### src/rtl/fma16_seq_pkg.sv
// Shared types and constants for the fma16 request/response sequencer.
package fma16_seq_pkg;

    // Encoded FP16 operation carried on req_op.
    typedef enum logic [2:0] {
        FADD       = 3'd0,
        FSUB       = 3'd1,
        FMUL       = 3'd2,
        FMADD      = 3'd3,
        FMSUB      = 3'd4,
        FNMADD     = 3'd5,
        FNMSUB     = 3'd6,
        OP_ILLEGAL = 3'd7
    } op_t;

    // Sequencer states: wait for a request, let fma16 settle, hold the response.
    typedef enum logic [1:0] {
        ST_IDLE = 2'd0,
        ST_EXEC = 2'd1,
        ST_RESP = 2'd2
    } state_t;

    // Bit positions inside the 4-bit IEEE flag vector {NV,OF,UF,NX}.
    localparam int FLG_NV = 3;
    localparam int FLG_OF = 2;
    localparam int FLG_UF = 1;
    localparam int FLG_NX = 0;

    // Canonical quiet NaN returned for an illegal op.
    localparam logic [15:0] QNAN16 = 16'h7E00;

    // Flag vector reported for an illegal op: invalid only.
    function automatic logic [3:0] illegal_flags();
        logic [3:0] f;
        f         = '0;
        f[FLG_NV] = 1'b1;
        return f;
    endfunction

endpackage

### src/rtl/fma16_op_decode.sv
// Combinational decode of an op code into the fma16 control bits.
module fma16_op_decode
    import fma16_seq_pkg::*;
(
    input  op_t  op,
    output logic mul,
    output logic add,
    output logic negr,
    output logic negz,
    output logic illegal
);

    // Map each op to {mul,add,negr,negz}; the illegal op drives all controls low.
    always_comb begin
        mul     = 1'b0;
        add     = 1'b0;
        negr    = 1'b0;
        negz    = 1'b0;
        illegal = 1'b0;
        case (op)
            FADD:   begin add = 1'b1; end
            FSUB:   begin add = 1'b1; negz = 1'b1; end
            FMUL:   begin mul = 1'b1; end
            FMADD:  begin mul = 1'b1; add = 1'b1; end
            FMSUB:  begin mul = 1'b1; add = 1'b1; negz = 1'b1; end
            FNMADD: begin mul = 1'b1; add = 1'b1; negr = 1'b1; end
            FNMSUB: begin mul = 1'b1; add = 1'b1; negr = 1'b1; negz = 1'b1; end
            default: begin illegal = 1'b1; end
        endcase
    end

endmodule

### src/rtl/fma16_sequencer.sv
// Request/response front end for the combinational fma16 datapath.
// Registers one op at a time, holds it on the fma16 inputs for EXEC_CYCLES,
// captures the result with its tag, and keeps sticky flags and an op counter.
module fma16_sequencer
    import fma16_seq_pkg::*;
#(
    parameter int TAGW        = 4,
    parameter int EXEC_CYCLES = 1,
    parameter int CNTW        = 16
) (
    input  logic            clk,
    input  logic            reset,

    input  logic            req_valid,
    output logic            req_ready,
    input  logic [2:0]      req_op,
    input  logic [15:0]     req_x,
    input  logic [15:0]     req_y,
    input  logic [15:0]     req_z,
    input  logic [1:0]      req_rm,
    input  logic [TAGW-1:0] req_tag,

    output logic [15:0]     fma_x,
    output logic [15:0]     fma_y,
    output logic [15:0]     fma_z,
    output logic            fma_mul,
    output logic            fma_add,
    output logic            fma_negr,
    output logic            fma_negz,
    output logic [1:0]      fma_roundmode,
    input  logic [15:0]     fma_result,
    input  logic [3:0]      fma_flags,

    output logic            rsp_valid,
    input  logic            rsp_ready,
    output logic [15:0]     rsp_result,
    output logic [3:0]      rsp_flags,
    output logic [TAGW-1:0] rsp_tag,

    input  logic            fflags_clr,
    output logic [3:0]      fflags,
    output logic [CNTW-1:0] op_count
);

    // Execute-phase counter only needs to reach EXEC_CYCLES-1.
    localparam int            CW       = (EXEC_CYCLES > 1) ? $clog2(EXEC_CYCLES) : 1;
    localparam logic [CW-1:0] CNT_LAST = CW'(EXEC_CYCLES - 1);

    state_t          state;
    logic [CW-1:0]   exec_cnt;
    logic            ill_q;
    logic [TAGW-1:0] tag_q;

    logic            dec_mul;
    logic            dec_add;
    logic            dec_negr;
    logic            dec_negz;
    logic            dec_illegal;
    logic            rsp_fire;

    fma16_op_decode u_decode (
        .op      (op_t'(req_op)),
        .mul     (dec_mul),
        .add     (dec_add),
        .negr    (dec_negr),
        .negz    (dec_negz),
        .illegal (dec_illegal)
    );

    assign req_ready = (state == ST_IDLE);
    assign rsp_fire  = rsp_valid & rsp_ready;

    // Sequencer FSM plus the operand, response, sticky-flag and counter registers.
    always_ff @(posedge clk) begin
        if (reset) begin
            state         <= ST_IDLE;
            exec_cnt      <= '0;
            ill_q         <= 1'b0;
            tag_q         <= '0;
            fma_x         <= '0;
            fma_y         <= '0;
            fma_z         <= '0;
            fma_mul       <= 1'b0;
            fma_add       <= 1'b0;
            fma_negr      <= 1'b0;
            fma_negz      <= 1'b0;
            fma_roundmode <= '0;
            rsp_valid     <= 1'b0;
            rsp_result    <= '0;
            rsp_flags     <= '0;
            rsp_tag       <= '0;
            fflags        <= '0;
            op_count      <= '0;
        end else begin
            case (state)
                ST_IDLE: begin
                    if (req_valid) begin
                        // Operands and controls stay on fma16 until the next accept.
                        fma_x         <= req_x;
                        fma_y         <= req_y;
                        fma_z         <= req_z;
                        fma_roundmode <= req_rm;
                        fma_mul       <= dec_mul;
                        fma_add       <= dec_add;
                        fma_negr      <= dec_negr;
                        fma_negz      <= dec_negz;
                        ill_q         <= dec_illegal;
                        tag_q         <= req_tag;
                        exec_cnt      <= '0;
                        state         <= ST_EXEC;
                    end
                end
                ST_EXEC: begin
                    exec_cnt <= exec_cnt + 1'b1;
                    if (exec_cnt == CNT_LAST) begin
                        // An illegal op never looks at fma16; it reports a quiet NaN.
                        rsp_result <= ill_q ? QNAN16 : fma_result;
                        rsp_flags  <= ill_q ? illegal_flags() : fma_flags;
                        rsp_tag    <= tag_q;
                        rsp_valid  <= 1'b1;
                        state      <= ST_RESP;
                    end
                end
                ST_RESP: begin
                    if (rsp_ready) begin
                        rsp_valid <= 1'b0;
                        state     <= ST_IDLE;
                    end
                end
                default: begin
                    rsp_valid <= 1'b0;
                    state     <= ST_IDLE;
                end
            endcase

            // A clear coinciding with a response keeps that response's flags.
            fflags <= (fflags_clr ? 4'b0000 : fflags) | (rsp_fire ? rsp_flags : 4'b0000);

            if (rsp_fire) begin
                op_count <= op_count + 1'b1;
            end
        end
    end

endmodule

### config.mk
export PLATFORM = sky130hd
export DESIGN_NAME = fma16_sequencer
export DESIGN_NICKNAME = d
export VERILOG_FILES = /design/src/rtl/fma16_seq_pkg.sv /design/src/rtl/fma16_op_decode.sv /design/src/rtl/fma16_sequencer.sv
export SDC_FILE = /design/constraint.sdc
export NUM_CORES = 1
export LEC_CHECK = 0
export CAP_MARGIN = 20
export CORE_MARGIN = 5
export CORE_UTILIZATION = 44
export CTS_CLUSTER_SIZE = 28
export DETAILED_ROUTE_END_ITERATION = 8
export GPL_ROUTABILITY_DRIVEN = 1
export PLACE_DENSITY = 0.84
export SETUP_SLACK_MARGIN = 0.4
export SYNTH_ARGS = -nofsm -noshare
export SYNTH_HDL_FRONTEND = slang
export SYNTH_SLANG_ARGS = --single-unit
### constraint.sdc
create_clock -name clk -period 2.9 [get_ports clk]
set_input_delay 0.58 -clock clk [delete_from_list [all_inputs] [get_ports clk]]
set_output_delay 0.58 -clock clk [all_outputs]
set_load 0.005 [all_outputs]
==> results.py <==
metrics = {
    "global_route": {
        "grt_max_degree": 62,
        "use_met1": 0.2272,
        "grt_pass1_vias": 3832,
        "grt_pass1_wl_mm": 18.40,
        "antenna_found_initial": 0,
        "grt-ovfl-total": 0,
        "grtUsageMet3": 0.09433,
        "grt_usage": 0.2009,
        "grt_use_met2": 0.3332,
        "grt_busiest_layer": "met2",
    },
    "clock_network": {
        "cts_root_buffer": "clkbuf_8",
        "postCtsSetupRepairBufs": 0,
        "clk_latency_ps": 360,
        "numCtsBuffers": 9,
        "ctsResizeCount": 0,
        "tritoncts": "yes",
        "postCtsHoldBufs": 0,
        "clockBufferDepth": 2,
        "htree_levels": 3,
        "clkSlewWorstSetupHoldPaths_ps": 110,
        "cts.sinks": 107,
    },
    "synthesis": {
        "postSynthCellCount": 485,
        "synth_edf_count": 0,
        "yosys_register_bits": 107,
        "netlist_area_mm2": 0.003970,
        "synth-async-reset-ratio": 0,
        "yosysSeqAreaShare": 0.5396,
        "synth-main-ff-cell": "dfxtp_1",
        "synth_top_cell_area_share": 0.5396,
        "synth_fp_nets": 568,
        "synth_top_area_cell": "dfxtp_1",
        "ys_types": 33,
        "avgSynthCellArea_um2": 8.186,
        "ys_warn_count": 0,
        "ys_top_cells_by_area": "dfxtp_1 (54%), nand2_1 (13%), a21oi_1 (10%)",
    },
    "finish": {
        "design_area_mm2": 0.006000,
        "stdcell_count": 761,
        "final_nets": 731,
        "diodes": 0,
        "syn_to_final_growth_pct": 51.12,
        "drive_gt1_frac": 0.04594,
        "final_cell_mix": "clkdlybuf4s50_1 (180), nand2_1 (135), dfxtp_1 (107), a21oi_1 (82), nor2_1 (33)",
        "mostFrequentLayoutCell": "clkdlybuf4s50_1",
    },
    "sta": {
        "rsz0062_at_grt": "no",
        "skew_ps": 11.69,
        "min_period_ps": 2051,
        "tightest_slew_ps": 971.8,
        "slew_headroom": 0.3521,
        "finalHoldViolCount": 0,
        "setup_viol": 0,
        "timing.final.crit_share": 0.7072,
        "tns_ps": 0,
        "maxClockFrequency_mhz": 487.6,
        "drv_slew": 0,
    },
    "floorplan": {
        "die_y_um": 105.0,
        "dieArea_mm2": 0.01102,
        "io-pin-count": 182,
        "initial_utilization": 0.4530,
        "core_mm2": 0.008763,
        "rows": 34,
        "fp.dieW_um": 105.0,
    },
    "setup_path": {
        "worstPathArrival_ps": 1470,
        "path_cells": "nor2_2 > clkdlybuf4s50_1",
        "worstPathMaxFanout": 7,
        "startpoint": "state[0]",
        "reg2regPathDepth": 3,
        "cp_slowest_cell": "clkdlybuf4s50_1",
        "crit_required_ps": 2320,
        "critPathLaunchType": "register",
        "crit_buf_inv": 1,
        "path_class": "reg2out",
        "rr_startpoint": "state[0]",
        "reg2reg_to": "rsp_result[13]",
        "cp_top_family": "buffers and inverters",
        "endpoint_kind": "output port",
        "regToRegSetupSlack_ps": 1160,
        "cp_slowest_stage_delay_ps": 550,
    },
    "job": {
        "maxCapViolCount": 0,
    },
    "drt": {
        "drtIter0Drc": 129,
        "vias": 3828,
        "drc_errors": 0,
        "routed_wl_mm": 11.23,
        "routed_via_density": 5.030,
        "drt-wirelength-per-cell_um": 14.76,
        "firstDrtPassIters": 4,
        "ant_nets": 0,
    },
    "power_and_ir_drop": {
        "vdd_drop_max_v": 0.0002727,
        "seqPwrFrac": 0.539,
        "p_int_mw": 2.172,
        "power.density_mw_per_mm2": 495.1,
        "p_total_mw": 2.970,
        "power.switching_uw": 798.3,
        "pwr-share-comb": 0.171,
        "power.leakage_nw": 2.137,
        "pwr-share-clk": 0.290,
        "swShare": 0.2688,
    },
    "placed_design": {
        "dp_hpwl_mm": 8.146,
        "dp_cells": 745,
        "gp_congestion": 0.8346,
        "place_area_mm2": 0.005817,
        "numPortBuffers": 181,
    },
    "run_status": {
        "outcome": "finished, final reports clean",
    },
    "min_path": {
        "hold_path_depth": 2,
        "hold_start": "tag_q[1]",
        "holdPathEnd": "rsp_tag[1]",
        "worstHoldPathType": "reg2reg",
    },
}
==> synth_stat cells (2+ instances only) <==
library cell / instances
nor3_1: 19
nand2_1: 136
nand3_1: 5
nand4_1: 6
a21oi_1: 82
nor2_1: 33
clkbuf_1: 18
buf_1: 2
and2_1: 2
dfxtp_1: 107
buf_2: 12
nor2b_1: 5
inv_1: 5
xor2_1: 5
mux2i_1: 3
nand3b_1: 14
o21ai_0: 2
nor4_1: 5
xnor2_1: 10
==> power groups by stage <==
stage / sequential (mW) / clock (mW) / combinational (mW)
after floorplan: 1.63 / 0 / 0.194
after global placement: 1.63 / 0 / 0.499
after detailed placement: 1.64 / 0 / 0.512
after CTS: 1.60 / 0.887 / 0.515
after global routing: 1.61 / 0.945 / 0.559
final: 1.60 / 0.862 / 0.507
==> per-stage QoR <==
| step | setup slack, ps | hold slack, ps | utilization |
|---|---|---|---|
| after global routing | 771.7 | 473.9 | 0.6846 |
| final | 849.1 | 449.0 | 0.6846 |
| after CTS | 834.6 | 453.2 | 0.6846 |
| after global placement | 862.2 | 436.9 | 0.6638 |
| after floorplan | 1326 | 432.1 | - |
| after detailed placement | 823.0 | 443.4 | 0.6638 |
==> state kept, by name, summed over array words and instances, names as in the netlist <==
register,flops
rsp_valid,1
fma_y,16
fma_add,1
exec_cnt,1
fma_negr,1
rsp_result,16
fflags,4
tag_q,4
op_count,16
state,2
rsp_flags,4
fma_negz,1
rsp_tag,4
fma_roundmode,2
fma_mul,1
ill_q,1
fma_x,16
fma_z,16
==> worst register-to-register path, stage by stage, from the launching register on <==
cell and delay [ps]:
dfxtp_1 480, and3_1 850, nor2_1 120, nor3_1 230
==> cell type report <==
class,count,area [µm²]
tap,108,135.1
clock inverter,7,58.81
sequential,107,2142
fill,719,2764
multi-input combinational,338,1654
inverter,5,18.77
timing repair buffer,187,1867
clock buffer,9,123.9
==> kinds of logic (layout without fill, tap and decap cells) <==
logic type	Yosys count	in the layout	share of synthesized area
AO/OA/AOI/OAI	87	87	0.1122
flip-flops	107	107	0.5396
AND/OR/NAND/NOR	231	231	0.2569
buffers and inverters	40	208	0.04475
adder cells (fa/ha/maj)	1	1	0.003151
XOR/XNOR	15	15	0.03309
multiplexers	4	4	0.01040
==> metal layers <==
metal,vias to the layer above,share of wire
li1,1920,-
met3,19,0.12
met2,148,0.46
met5,-,0
met4,0,0.019
met1,1741,0.40
==> worst max path at each step <==
| stage | to | slack [ps] | cells past startpoint |
|---|---|---|---|
| after floorplan | fflags[3] | 1330 | 4 |
| after global placement | ill_q | 860 | 4 |
| after detailed placement | op_count[6] | 820 | 4 |
| after CTS | req_ready | 830 | 2 |
| after global routing | req_ready | 770 | 2 |
| final | req_ready | 850 | 2 |
(Power assumes the default switching activity.)
